$ cat src/rtl/countdown_pkg.sv
// Shared types and constants for the countdown timer.
package countdown_pkg;

    localparam int unsigned DEFAULT_WIDTH = 7;

    typedef enum logic {
        IDLE = 1'b0,
        RUN  = 1'b1
    } state_e;

endpackage : countdown_pkg

$ cat src/rtl/countdown_tc.sv
// Terminal-count detection and registered one-cycle done pulse.
module countdown_tc
    import countdown_pkg::*;
#(
    parameter int unsigned WIDTH = DEFAULT_WIDTH
) (
    input  logic             clk,
    input  logic             res,
    input  state_e           state,
    input  logic             en,
    input  logic             load,
    input  logic [WIDTH-1:0] count,
    output logic             tc_c,
    output logic             done
);

    logic done_d;

    // Terminal edge: last enabled decrement of an active countdown.
    always_comb begin
        tc_c   = (state == RUN) && en && (count == WIDTH'(1));
        done_d = tc_c && !load;
    end

    // Done pulse register; a coincident load suppresses the pulse.
    always_ff @(posedge clk) begin
        if (res) begin
            done <= 1'b0;
        end else begin
            done <= done_d;
        end
    end

endmodule : countdown_tc

$ cat src/rtl/countdown_timer.sv
// Loadable down-counter with pause and one-cycle done pulse.
// Optional build macro: COUNTDOWN_AUTORELOAD_EN (periodic reload at terminal count).
module countdown_timer
    import countdown_pkg::*;
#(
    parameter int unsigned WIDTH = DEFAULT_WIDTH
) (
    input  logic             clk,
    input  logic             res,
    input  logic             load,
    input  logic [WIDTH-1:0] load_val,
    input  logic             en,
    output logic [WIDTH-1:0] count,
    output logic             busy,
    output logic             done
);

    state_e           state_q, state_d;
    logic [WIDTH-1:0] count_q, count_d;
    logic             tc_c;
`ifdef COUNTDOWN_AUTORELOAD_EN
    logic [WIDTH-1:0] reload_q, reload_d;
`endif

    countdown_tc #(
        .WIDTH (WIDTH)
    ) u_tc (
        .clk   (clk),
        .res   (res),
        .state (state_q),
        .en    (en),
        .load  (load),
        .count (count_q),
        .tc_c  (tc_c),
        .done  (done)
    );

    // State, counter and reload registers.
    always_ff @(posedge clk) begin
        if (res) begin
            state_q  <= IDLE;
            count_q  <= '0;
`ifdef COUNTDOWN_AUTORELOAD_EN
            reload_q <= '0;
`endif
        end else begin
            state_q  <= state_d;
            count_q  <= count_d;
`ifdef COUNTDOWN_AUTORELOAD_EN
            reload_q <= reload_d;
`endif
        end
    end

    // Next state and counter: load beats counting; decrement never wraps.
    always_comb begin
        state_d  = state_q;
        count_d  = count_q;
`ifdef COUNTDOWN_AUTORELOAD_EN
        reload_d = reload_q;
`endif
        if (load) begin
            if (load_val != '0) begin
                count_d  = load_val;
                state_d  = RUN;
`ifdef COUNTDOWN_AUTORELOAD_EN
                reload_d = load_val;
`endif
            end else begin
                count_d = '0;
                state_d = IDLE;
            end
        end else if (state_q == RUN && en) begin
            if (tc_c) begin
`ifdef COUNTDOWN_AUTORELOAD_EN
                count_d = reload_q;
                state_d = RUN;
`else
                count_d = '0;
                state_d = IDLE;
`endif
            end else if (count_q != '0) begin
                count_d = count_q - WIDTH'(1);
            end else begin
                // Unreachable guard: an empty countdown simply stops.
                state_d = IDLE;
            end
        end
    end

    assign count = count_q;
    assign busy  = (state_q == RUN);

endmodule : countdown_timer

$ cat config.mk
export PLATFORM = sky130hd
export DESIGN_NAME = countdown_timer
export DESIGN_NICKNAME = d
export VERILOG_FILES = /design/src/rtl/countdown_pkg.sv /design/src/rtl/countdown_tc.sv /design/src/rtl/countdown_timer.sv
export SDC_FILE = /design/constraint.sdc
export NUM_CORES = 1
export LEC_CHECK = 0
export ABC_AREA = 1
export BUFFER_PORTS_ARGS = -buffer_cell sky130_fd_sc_hd__buf_2
export CORE_UTILIZATION = 48
export CTS_CLUSTER_SIZE = 24
export DETAILED_ROUTE_END_ITERATION = 8
export PLACE_DENSITY = 0.78
export SETUP_SLACK_MARGIN = 0.5
export SLEW_MARGIN = 20
export SYNTH_ARGS = -nofsm -noshare
export SYNTH_HDL_FRONTEND = slang
export SYNTH_SLANG_ARGS = --single-unit
export TNS_END_PERCENT = 1
$ cat constraint.sdc
create_clock -name clk -period 1.7 [get_ports clk]
set_clock_uncertainty 0.1 [all_clocks]
set_input_delay 0.34 -clock clk [delete_from_list [all_inputs] [get_ports clk]]
set_output_delay 0.34 -clock clk [all_outputs]
set_load 0.01 [all_outputs]
* Yosys cells after proc, flatten, opt, wreduce, memory -nomap -nowiden *
Cells that the tools add are included.

operators by class
  multiplexer cells = 10
  add/subtract/negate cells = 1
  reduce and logical (&&, ||, !) cells = 10
  equal/unequal tests = 2

operators with widths
  kind                                                                number
  7-bit two-way mux                                                   5
  7-bit nonzero test                                                  2
  7-bit by 1-bit == test with 1-bit output, second input constant     1
  7-bit by 1-bit subtractor with 7-bit output, second input constant  1
  1-bit two-way mux                                                   5
  2-bit AND reduction                                                 2
  1-bit logical AND                                                   3
  3-bit inequality test, second input constant                        1
  3-bit nonzero test                                                  1
  2-bit nonzero test                                                  1
  1-bit zero test                                                     1

storage, ports and cells
  logic and storage cells = 26
  input bits = 11
  bits in registers = 9
  output and inout bits = 9

* Depth between registers and ports, before layout *
Gate-level depths: netlist of the first run.

  depth after elaboration = 5
  depth in mapped cells = 11
  gate-level depth less buffers = 11

* By module *
Synthesis of the first run repeated with hierarchy kept, for this count alone.

unflattened totals
  cells, all modules = 110
  area total of the unflattened synthesis = 670.6 um2

by module, submodules not included
  module           cells each  sequential area each (um2)  area an instance (um2)  times used
  countdown_timer  99          160.2                       603.1                   1
  countdown_tc     11          20.0                        67.6                    1

* Worst setup path after synthesis of the first run *
Ideal clock, no wire load.

  path type = register to register
  start point = reg count_q[0], in the netlist count[0]
  end point = reg count_q[2], in the netlist count[2]
  path buffers = 1
  required time = 1.534 ns
  stages on the path, launching flop included = 10
  clock period less this slack = 1.502 ns
  library setup time = 0.066 ns
  arrival time = 1.336 ns
  setup slack = 0.198 ns
  path through = dfxtp_1 inv_1 ha_1 nand2_2 nor2_2 nand3_2 nand2_2 buf_6 nand2_1 a21oi_2

on the way
  cells in the longest elaborated chain, start to end = 5
  elaborated cells between the ends (all ways) = 10
  those cells by class = 1 x add/sub; 1 x eq/ne; 4 x mux; 4 x reduce/logical

RTL lines
  what                                                                                                     RTL line                                   text
  from (decl)                                                                                              countdown_timer.sv:19                      logic [WIDTH-1:0] count_q, count_d;
  from (signal assigned)                                                                                   countdown_timer.sv:48                      count_q <= count_d;
  7-bit by 1-bit subtractor with 7-bit output or 7-bit by 1-bit == test with 1-bit output (tied branches)  countdown_timer.sv:83, countdown_tc.sv:21
  7-bit two-way mux or 1-bit logical AND (tied branches)                                                   countdown_timer.sv:82, countdown_tc.sv:21
  7-bit two-way mux                                                                                        countdown_timer.sv:74                      if (tc_c) begin
  7-bit two-way mux                                                                                        countdown_timer.sv:73                      end else if (state_q == RUN && en) begin
  7-bit two-way mux                                                                                        countdown_timer.sv:62                      if (load) begin

Several ways; a longest one is shown, not always the timed one. The select of a mux whose other input is x is not followed.
A chain may end at the register's enable or synchronous reset.

* Final worst setup path of the first run *
  start point = reg count_q[0], in the netlist count[0]
  end point = reg count_q[6], in the netlist count[6]

The elaborated chain is that of the path after synthesis.

==> results.yml, run 1 <==
grt:
  grt_max_degree: 10
  antenna_found_initial: 0
  track_usage_pct: 30.2
  grt_pass1_vias: 679
  grt-ovfl-total: 0
  grt_pass1_wl_mm: 3.04
synth:
  ys_ff_latch: 9
  ys_types: 21
  synth.net_count: 118
  netlist_instances: 105
  yosysSeqAreaShare_pct: 28.0
  ys.warnings.count: 0
  synth.avg_cell_area_sq_um: 6.14
  syn_area_sq_um: 644
drt:
  vias: 769
  drc: 0
  viasPerCell: 5.20
  drtIter0Drc: 12
  avgRoutedWirePerCell_um: 12.9
  wl_mm: 1.91
  drt_pre_antenna_iters: 4
  ant_nets: 0
cts:
  clock_path_buffers: 2
  htreeDepth: 1
  cts.sinks: 9
  clk_pin_slew_ns: 0.07
  clk-insertion-delay-late_ns: 0.27
  cts_tree: "yes"
  cts_root_buf: "clkbuf_4"
  cts_buffers: 3
floorplan:
  die_w_um: 38.6
  design.die.area_sq_mm: 0.00149
  ios: 20
  design.core.area_sq_mm: 0.00117
  rows: 12
  die_y_um: 38.6
  start_util_pct: 55.0
power:
  power_density_mw_per_mm2: 904
  p_total_w: 0.000832
  leakagePower_nw: 0.471
  ir_drop_mv: 0.629
layout:
  n_antenna_cell: 0
  nNetsFinal: 148
  multi_input_comb_area_sq_um: 475
  fill_cells: 78
  seq_area_sq_um: 189
  synthToLayoutAreaGrowth_pct: 42.7
  final_layout_size_suffix_gt1_share_pct: 40.3
critical_path:
  path_max_fanout: 6
  required_ns: 1.76
  start_kind: "flip-flop"
  cp_data_arrival_time_ns: 1.50
  crit_path_end_kind: "flip-flop"
  path_class: "reg2reg"
status:
  status: "complete, no violations"
sta:
  fin_crit_sh_pct: 85.0
  setup_viol: 0
  period_needed_ns: 1.45
  maxSlewViolCount: 0
  rsz0062_at_grt: "true"
  finalSetupTns_ns: 0
  worst_pin_slew_ns: 0.265
  hold_viol: 0
  clock.fmax_mhz: 692
  slew-limit-headroom_pct: 82.3
min_path:
  hp-class: "in2reg"
place:
  gp_congestion: 0.811
  dp_hpwl_mm: 1.22
  portBuffers: 19
flow_run:
  drv_cap: 0
[path summary, 6_finish.rpt]
kind,slack [ns],cells after the start,startpoint,endpoint
worst min register to register,0.39,2,busy,busy
worst max-delay path,0.25,9,count[0],count[6]
worst min-delay path,0.20,2,res,count[2]
worst max register to register,0.25,9,count[0],count[6]
[metal layers]
metal / wire (um) / share of wire (%) / GRT usage (%)
met1: 840 / 44 / 39.5
met3: 87 / 4.5 / 4.05
met2: 961 / 50 / 50.0
met5: 0 / 0 / 0
met4: 25 / 1.3 / 11.2
[cell usage in the layout, fill, tap and decap left out, types with 2 or more instances in the layout]
cell | netlist | layout
nand2_1 | 33 | 31
buf_2 | 0 | 19
nor2_1 | 15 | 13
inv_1 | 14 | 11
buf_4 | 1 | 6
nand2_2 | 4 | 4
dfxtp_1 | 9 | 4
dfxtp_2 | 0 | 4
inv_4 | 0 | 3
nor2_4 | 0 | 3
nand2_4 | 0 | 3
nand3_1 | 3 | 3
o21ai_0 | 5 | 3
clkbuf_4 | 0 | 3
nor2_2 | 3 | 2
o21ai_1 | 0 | 2
a21oi_2 | 1 | 2
o22ai_1 | 2 | 2
a21oi_1 | 3 | 2
nand4_1 | 2 | 2
xor2_1 | 2 | 2
ha_4 | 0 | 2
[synth_stat cells]
cell type | instances | area share (%)
a21oi_1 | 3 | 2.3
nand2_1 | 33 | 19
a21boi_0 | 1 | 1.2
nor2_2 | 3 | 2.9
nor3_1 | 1 | 0.78
nand4_1 | 2 | 1.9
inv_1 | 14 | 8.2
xnor2_1 | 1 | 1.4
ha_1 | 2 | 3.9
nand3_2 | 1 | 1.6
buf_4 | 1 | 1.2
dfxtp_1 | 9 | 28
buf_6 | 1 | 1.7
or3_1 | 1 | 0.97
o21ai_0 | 5 | 3.9
o22ai_1 | 2 | 1.9
a21oi_2 | 1 | 1.4
xor2_1 | 2 | 2.7
nor2_1 | 15 | 8.7
nand3_1 | 3 | 2.3
nand2_2 | 4 | 3.9
[critical path: stages, from the launching register on]
cell     delay (ns)
dfxtp_4        0.37
inv_4          0.08
ha_4           0.14
nand2_2        0.09
nor2_4         0.13
nand3_4        0.11
nand2_4        0.13
inv_4          0.05
nand2_1        0.07
a21oi_1        0.06
[what timing repair did]
action	4_1_cts	5_1_grt
hold buffers	0	0
resized for setup	15	10
setup endpoints to repair	14	17
pin swaps	7	5
buffers inserted	4	2
gates cloned	1	0
[cells by family (layout without fill, tap and decap cells)]
family	count (synthesis)	count (layout)	share of synthesized area, %
flip-flops	9	9	28.0
AO/OA/AOI/OAI	12	12	10.7
buffers and inverters	16	44	11.1
AND/OR/NAND/NOR	63	64	42.3
XOR/XNOR	3	3	4.08
adder cells (fa/ha/maj)	2	2	3.88
[power by group]
group	total [W]	switching, W	internal [W]
Clock	0.000174	0.0000834	0.0000908
Combinational	0.000382	0.000217	0.000165
Sequential	0.000275	0.0000366	0.000239
Total	0.000832	0.000337	0.000495
[sequential cells by signal, indices dropped and copies added (netlist names)]
name	cells
u_tc.done	1
busy	1
count	7
[metrics by stage]
stage          cell area, sq um  utilization [%]  hold slack, ns  cells  setup slack, ns
3_3_place_gp                761             65.0           0.365    137            0.213
2_1_floorplan               659                -           0.302    105            0.328
3_5_place_dp                761             65.0           0.387    137            0.145
6_report                    920             78.5           0.200    148            0.255
5_1_grt                     920             78.5           0.207    148            0.168
4_1_cts                     877             74.9           0.208    146            0.287
[layout make-up]
class / count / area share [%]
timing repair buffer: 26 / 16.5
clock buffer: 4 / 2.86
sequential: 9 / 20.5
multi-input combinational: 81 / 51.7
tap: 14 / 1.90
inverter: 14 / 6.53
No activity file was read; power rests on OpenSTA's default activity.
==> run 2, diff against run 1 <==
--- a/config.mk
+++ b/config.mk
@@ -7,10 +7,11 @@
 export LEC_CHECK = 0
 export ABC_AREA = 1
 export BUFFER_PORTS_ARGS = -buffer_cell sky130_fd_sc_hd__buf_2
-export CORE_UTILIZATION = 48
+export CORE_ASPECT_RATIO = 0.9
+export CORE_UTILIZATION = 30
 export CTS_CLUSTER_SIZE = 24
 export DETAILED_ROUTE_END_ITERATION = 8
-export PLACE_DENSITY = 0.78
+export PLACE_DENSITY = 0.54
 export SETUP_SLACK_MARGIN = 0.5
 export SLEW_MARGIN = 20
 export SYNTH_ARGS = -nofsm -noshare
==> results.yml, run 2 (same netlist as run 1, synthesis figures left out) <==
status:
  status: "complete, no violations"
grt:
  grt-ovfl-total: 0
  track_usage_pct: 18.5
  grt_max_degree: 10
  antenna_found_initial: 0
  grt_pass1_vias: 683
  grt_pass1_wl_mm: 3.13
critical_path:
  path_max_fanout: 6
  cp_data_arrival_time_ns: 1.49
  path_class: "reg2reg"
  worstReg2RegEnd: "count[2]"
  start_kind: "flip-flop"
  regToRegSetupSlack_ns: 0.30
  r2r_cells: 9
  crit_path_end_kind: "flip-flop"
  required_ns: 1.79
  critPathCapture: "count[2]"
  critical_path.startpoint: "count[1]"
  r2r-start: "count[1]"
floorplan:
  design.die.area_sq_mm: 0.00234
  start_util_pct: 32.7
  die_w_um: 50.9
  design.core.area_sq_mm: 0.00197
  ios: 20
  die_y_um: 46.0
  rows: 15
layout:
  synthToLayoutAreaGrowth_pct: 44.1
  largest_reg_flops: 7
  layout_common_cells: "nand2_1, buf_2, nor2_1, inv_1, buf_4"
  nNetsFinal: 148
  final_cells: 159
  layout_commonest_cell: "nand2_1"
  n_antenna_cell: 0
  post-route-util_pct: 47.1
  final_layout_size_suffix_gt1_share_pct: 41.0
min_path:
  hold_start: "res"
  hold_depth: 2
  hp-class: "in2reg"
cts:
  hold_buffers: 0
  cts_buffers: 3
  htreeDepth: 1
  clock_path_buffers: 2
  clk_pin_slew_ns: 0.07
  cts_root_buf: "clkbuf_4"
  cts.sinks: 9
  cts_tree: "yes"
  clk-insertion-delay-late_ns: 0.26
drt:
  drc: 0
  drtIter0Drc: 13
  ant_nets: 0
  drt_pre_antenna_iters: 4
  vias: 731
  wl_mm: 1.83
  avgRoutedWirePerCell_um: 11.5
  viasPerCell: 4.60
place:
  dp_hpwl_mm: 1.29
  gp_congestion: 0.704
  dpl.cell_count: 149
  pre_cts_slack_ns: 0.144
  portBuffers: 19
sta:
  rsz0062_at_grt: "true"
  layout_setup_ws_ns: 0.303
  worst_pin_slew_ns: 0.225
  slew-limit-headroom_pct: 85.0
  period_needed_ns: 1.40
  hold_viol: 0
  setup_viol: 0
  fin_crit_sh_pct: 82.2
  clock.fmax_mhz: 716
  finalSetupTns_ns: 0
  maxSlewViolCount: 0
flow_run:
  drv_cap: 0
power:
  leakagePower_nw: 0.472
  ir_drop_mv: 0.501
  power_density_mw_per_mm2: 881
[run 2: layout make-up]
type | count | area, sq um
fillers | 214 | 1040
multi-input cells | 81 | 475
flip-flops and latches | 9 | 188
repair buffers | 26 | 148
inverters | 14 | 60.1
well taps | 25 | 31.3
clock buffers | 4 | 26.3
[run 2: worst min path at each step]
stage,to,slack [ns]
after CTS,count[2],0.21
final,count[6],0.21
after global placement,busy,0.37
after floorplan,count[2],0.30
after detailed placement,busy,0.37
after global routing,count[6],0.22
[run 2: routing by layer]
layer | wire length [um] | GRT usage (%)
met5 | 0 | 0
met4 | 11 | 6.67
met3 | 78 | 3.67
met2 | 836 | 29.3
met1 | 904 | 25.1
[run 2: timing repair]
action,4_1_cts,5_1_grt
gates resized for setup,13,12
endpoints found under the setup margin,14,16
cloned,1,0
buffers inserted,4,1
pin swaps,6,8
[run 2: critical path, stage by stage, from the launching register on]
cell     delay (ns)
dfxtp_2        0.35
inv_4          0.05
ha_4           0.15
nand2_2        0.06
nor2_2         0.03
nand2_2        0.11
nand2_2        0.12
o21ai_2        0.16
nand2_2        0.07
a21oi_2        0.13
[run 2: power by group]
group	internal, W	total (W)	switching, W	leakage, nW
logic	0.000164	0.000378	0.000214	0.381
registers	0.000238	0.000270	0.0000319	0.0760
clock network	0.0000904	0.000170	0.0000797	0.0150
[run 2: metrics by stage]
| stage | hold WS [ns] | power, W | cell area [sq um] |
|---|---|---|---|
| 5_1_grt | 0.224 | 0.000880 | 928 |
| 6_report | 0.208 | 0.000818 | 928 |
| 2_1_floorplan | 0.302 | 0.000483 | 659 |
| 4_1_cts | 0.205 | 0.000791 | 896 |
| 3_3_place_gp | 0.366 | 0.000566 | 782 |
| 3_5_place_dp | 0.369 | 0.000565 | 782 |
==> run 3, diff against run 2 <==
--- a/config.mk
+++ b/config.mk
@@ -5,13 +5,13 @@
 export SDC_FILE = /design/constraint.sdc
 export NUM_CORES = 1
 export LEC_CHECK = 0
-export ABC_AREA = 1
+export ABC_AREA = 0
 export BUFFER_PORTS_ARGS = -buffer_cell sky130_fd_sc_hd__buf_2
 export CORE_ASPECT_RATIO = 0.9
 export CORE_UTILIZATION = 30
 export CTS_CLUSTER_SIZE = 24
 export DETAILED_ROUTE_END_ITERATION = 8
-export PLACE_DENSITY = 0.54
+export PLACE_DENSITY = 0.55
 export SETUP_SLACK_MARGIN = 0.5
 export SLEW_MARGIN = 20
 export SYNTH_ARGS = -nofsm -noshare
==> constraint.sdc (replaced) <==
create_clock -name clk -period 1.4 [get_ports clk]
set_clock_uncertainty 0.1 [all_clocks]
set_input_delay 0.28 -clock clk [delete_from_list [all_inputs] [get_ports clk]]
set_output_delay 0.28 -clock clk [all_outputs]
set_load 0.01 [all_outputs]
==> results.yml, run 3 <==
place:
  gp_congestion: 0.812
  dp_hpwl_mm: 1.29
  placed_cell_area_sq_um: 833
  portBuffers: 19
  pre_cts_slack_ns: -0.227
layout:
  nNetsFinal: 124
  n_antenna_cell: 0
  largest_reg_flops: 7
  final_layout_size_suffix_gt1_share_pct: 57.3
  layout_common_cells: "buf_4, nand2_1, buf_2, buf_6, nor2_1"
  synthToLayoutAreaGrowth_pct: 75.9
  post-route-cell-area_sq_um: 977
  layout_commonest_cell: "buf_4"
critical_path:
  crit_path_end_kind: "flip-flop"
  critPathCapture: "count[1]"
  required_ns: 1.49
  worstReg2RegEnd: "count[1]"
  path_class: "reg2reg"
  cp_data_arrival_time_ns: 1.71
  r2r-start: "count[1]"
  regToRegSetupSlack_ns: -0.21
  r2r_cells: 6
  critical_path.startpoint: "count[1]"
  path_max_fanout: 4
  start_kind: "flip-flop"
sta:
  period_needed_ns: 1.61
  fin_crit_sh_pct: 115
  setup_viol: 7
  worst_pin_slew_ns: 0.338
  hold_viol: 0
  maxSlewViolCount: 0
  layout_setup_ws_ns: -0.215
  rsz0062_at_grt: "true"
  slew-limit-headroom_pct: 77.2
  clock.fmax_mhz: 619
power:
  ir_drop_mv: 0.441
  p_total_w: 0.000935
  power_density_mw_per_mm2: 957
  leakagePower_nw: 0.443
grt:
  grt_max_degree: 10
  grt_pass1_vias: 643
  antenna_found_initial: 0
  grt-ovfl-total: 0
  track_usage_pct: 20.1
  grt_pass1_wl_mm: 2.70
drt:
  ant_nets: 0
  avgRoutedWirePerCell_um: 13.3
  wl_mm: 1.78
  drtIter0Drc: 19
  drt_pre_antenna_iters: 4
  viasPerCell: 5.18
  vias: 694
  drc: 0
cts:
  cts.sinks: 9
  htreeDepth: 1
  clock_path_buffers: 2
  clk_pin_slew_ns: 0.07
  hold_buffers: 0
  cts_root_buf: "clkbuf_4"
  cts_tree: "yes"
  clk-insertion-delay-late_ns: 0.28
  cts_buffers: 3
synth:
  ys.warnings.count: 0
  synth_top_area_share_pct: 32.4
  yosysSeqAreaShare_pct: 32.4
  netlist_instances: 68
  synth_commonest_cells: "nand2_1, dfxtp_1, nor2_1, a32o_1, inv_1"
  synth.most_common_cell: "nand2_1"
  syn_area_sq_um: 556
  synthFlopType: "dfxtp_1"
  synth_edf_count: 0
  synth.net_count: 81
  ys_types: 29
  ys_ff_latch: 9
  synth.avg_cell_area_sq_um: 8.17
  yosys-top-cells-area: "dfxtp_1, nand2_1, a32o_1, ha_1, nor2_1"
  async_reset_ff_share_pct: 0
  synth_top_area_cell: "dfxtp_1"
floorplan:
  rows: 14
  die_y_um: 42.8
  design.die.area_sq_mm: 0.00203
  ios: 20
  design.core.area_sq_mm: 0.00170
  start_util_pct: 32.7
  die_w_um: 47.4
status:
  status: "finished with violations"
  violations: "setup timing"
min_path:
  hp-class: "in2reg"
flow_run:
  drv_cap: 0
## run 3: power breakdown
group / leakage [nW] / total, W / switching [W] / internal [W]
clock network: 0.0150 / 0.000220 / 0.000110 / 0.000111
logic: 0.352 / 0.000401 / 0.000184 / 0.000217
registers: 0.0767 / 0.000313 / 0.0000285 / 0.000285
total: 0.443 / 0.000935 / 0.000322 / 0.000613
## run 3: worst max-delay path: stages, from the launching register on
cell and delay [ns]:
dfxtp_2 0.32, inv_1 0.05, ha_2 0.20, and4b_2 0.27, buf_4 0.15, o311a_1 0.28, nor3_1 0.17
## run 3: timing repair
item / in CTS / in global routing
gates resized for setup: 13 / 13
pin swaps: 6 / 4
setup endpoints to repair: 18 / 18
endpoints found under the hold margin: 0 / 0
buffers inserted: 0 / 2
## run 3: worst min-delay path by stage
| stage | startpoint | endpoint | slack, ns | cells past startpoint |
|---|---|---|---|---|
| after CTS | load_val[6] | count[6] | 0.14 | 3 |
| final | load_val[6] | count[6] | 0.15 | 3 |
| after floorplan | res | count[0] | 0.25 | 1 |
| after global placement | count[0] | count[0] | 0.50 | 2 |
| after detailed placement | load_val[6] | count[6] | 0.46 | 3 |
| after global routing | load_val[6] | count[6] | 0.17 | 3 |
## run 3: through the flow
step | TNS, ns | hold slack (ns) | instances | util [%]
finish | -1.13 | 0.153 | 134 | 57.5
global route | -1.77 | 0.171 | 134 | 57.5
CTS | -0.837 | 0.144 | 132 | 52.9
detailed placement | -1.05 | 0.459 | 128 | 49.0
global placement | -1.01 | 0.498 | 128 | 49.0
floorplan | -0.665 | 0.248 | 68 | -
## run 3: logic make-up (layout without fill, tap and decap cells)
group | Yosys count | in the layout | synth area share [%]
buffers and inverters | 6 | 48 | 5.18
and+or+nand+nor | 33 | 33 | 32.0
DFF | 9 | 9 | 32.4
adders and majority gates | 2 | 2 | 4.50
AOI/OAI and AO/OA | 18 | 18 | 25.9
## run 3: layer usage
layer	global-route usage [%]	share of wire, %	wire length (um)	vias to the layer above
met5	0	0	0	-
met4	14.9	3.7	66	0
met3	7.66	5.3	95	6
met2	27.1	48	848	26
met1	25.1	43	774	318
li1	-	-	-	344
## run 3: area by class of cell
class	count	area, sq um
clock buffer	4	26.3
fill	164	722
inverter	3	11.3
multi-input combinational	53	408
sequential	9	193
tap	24	30.0
timing repair buffer	41	309
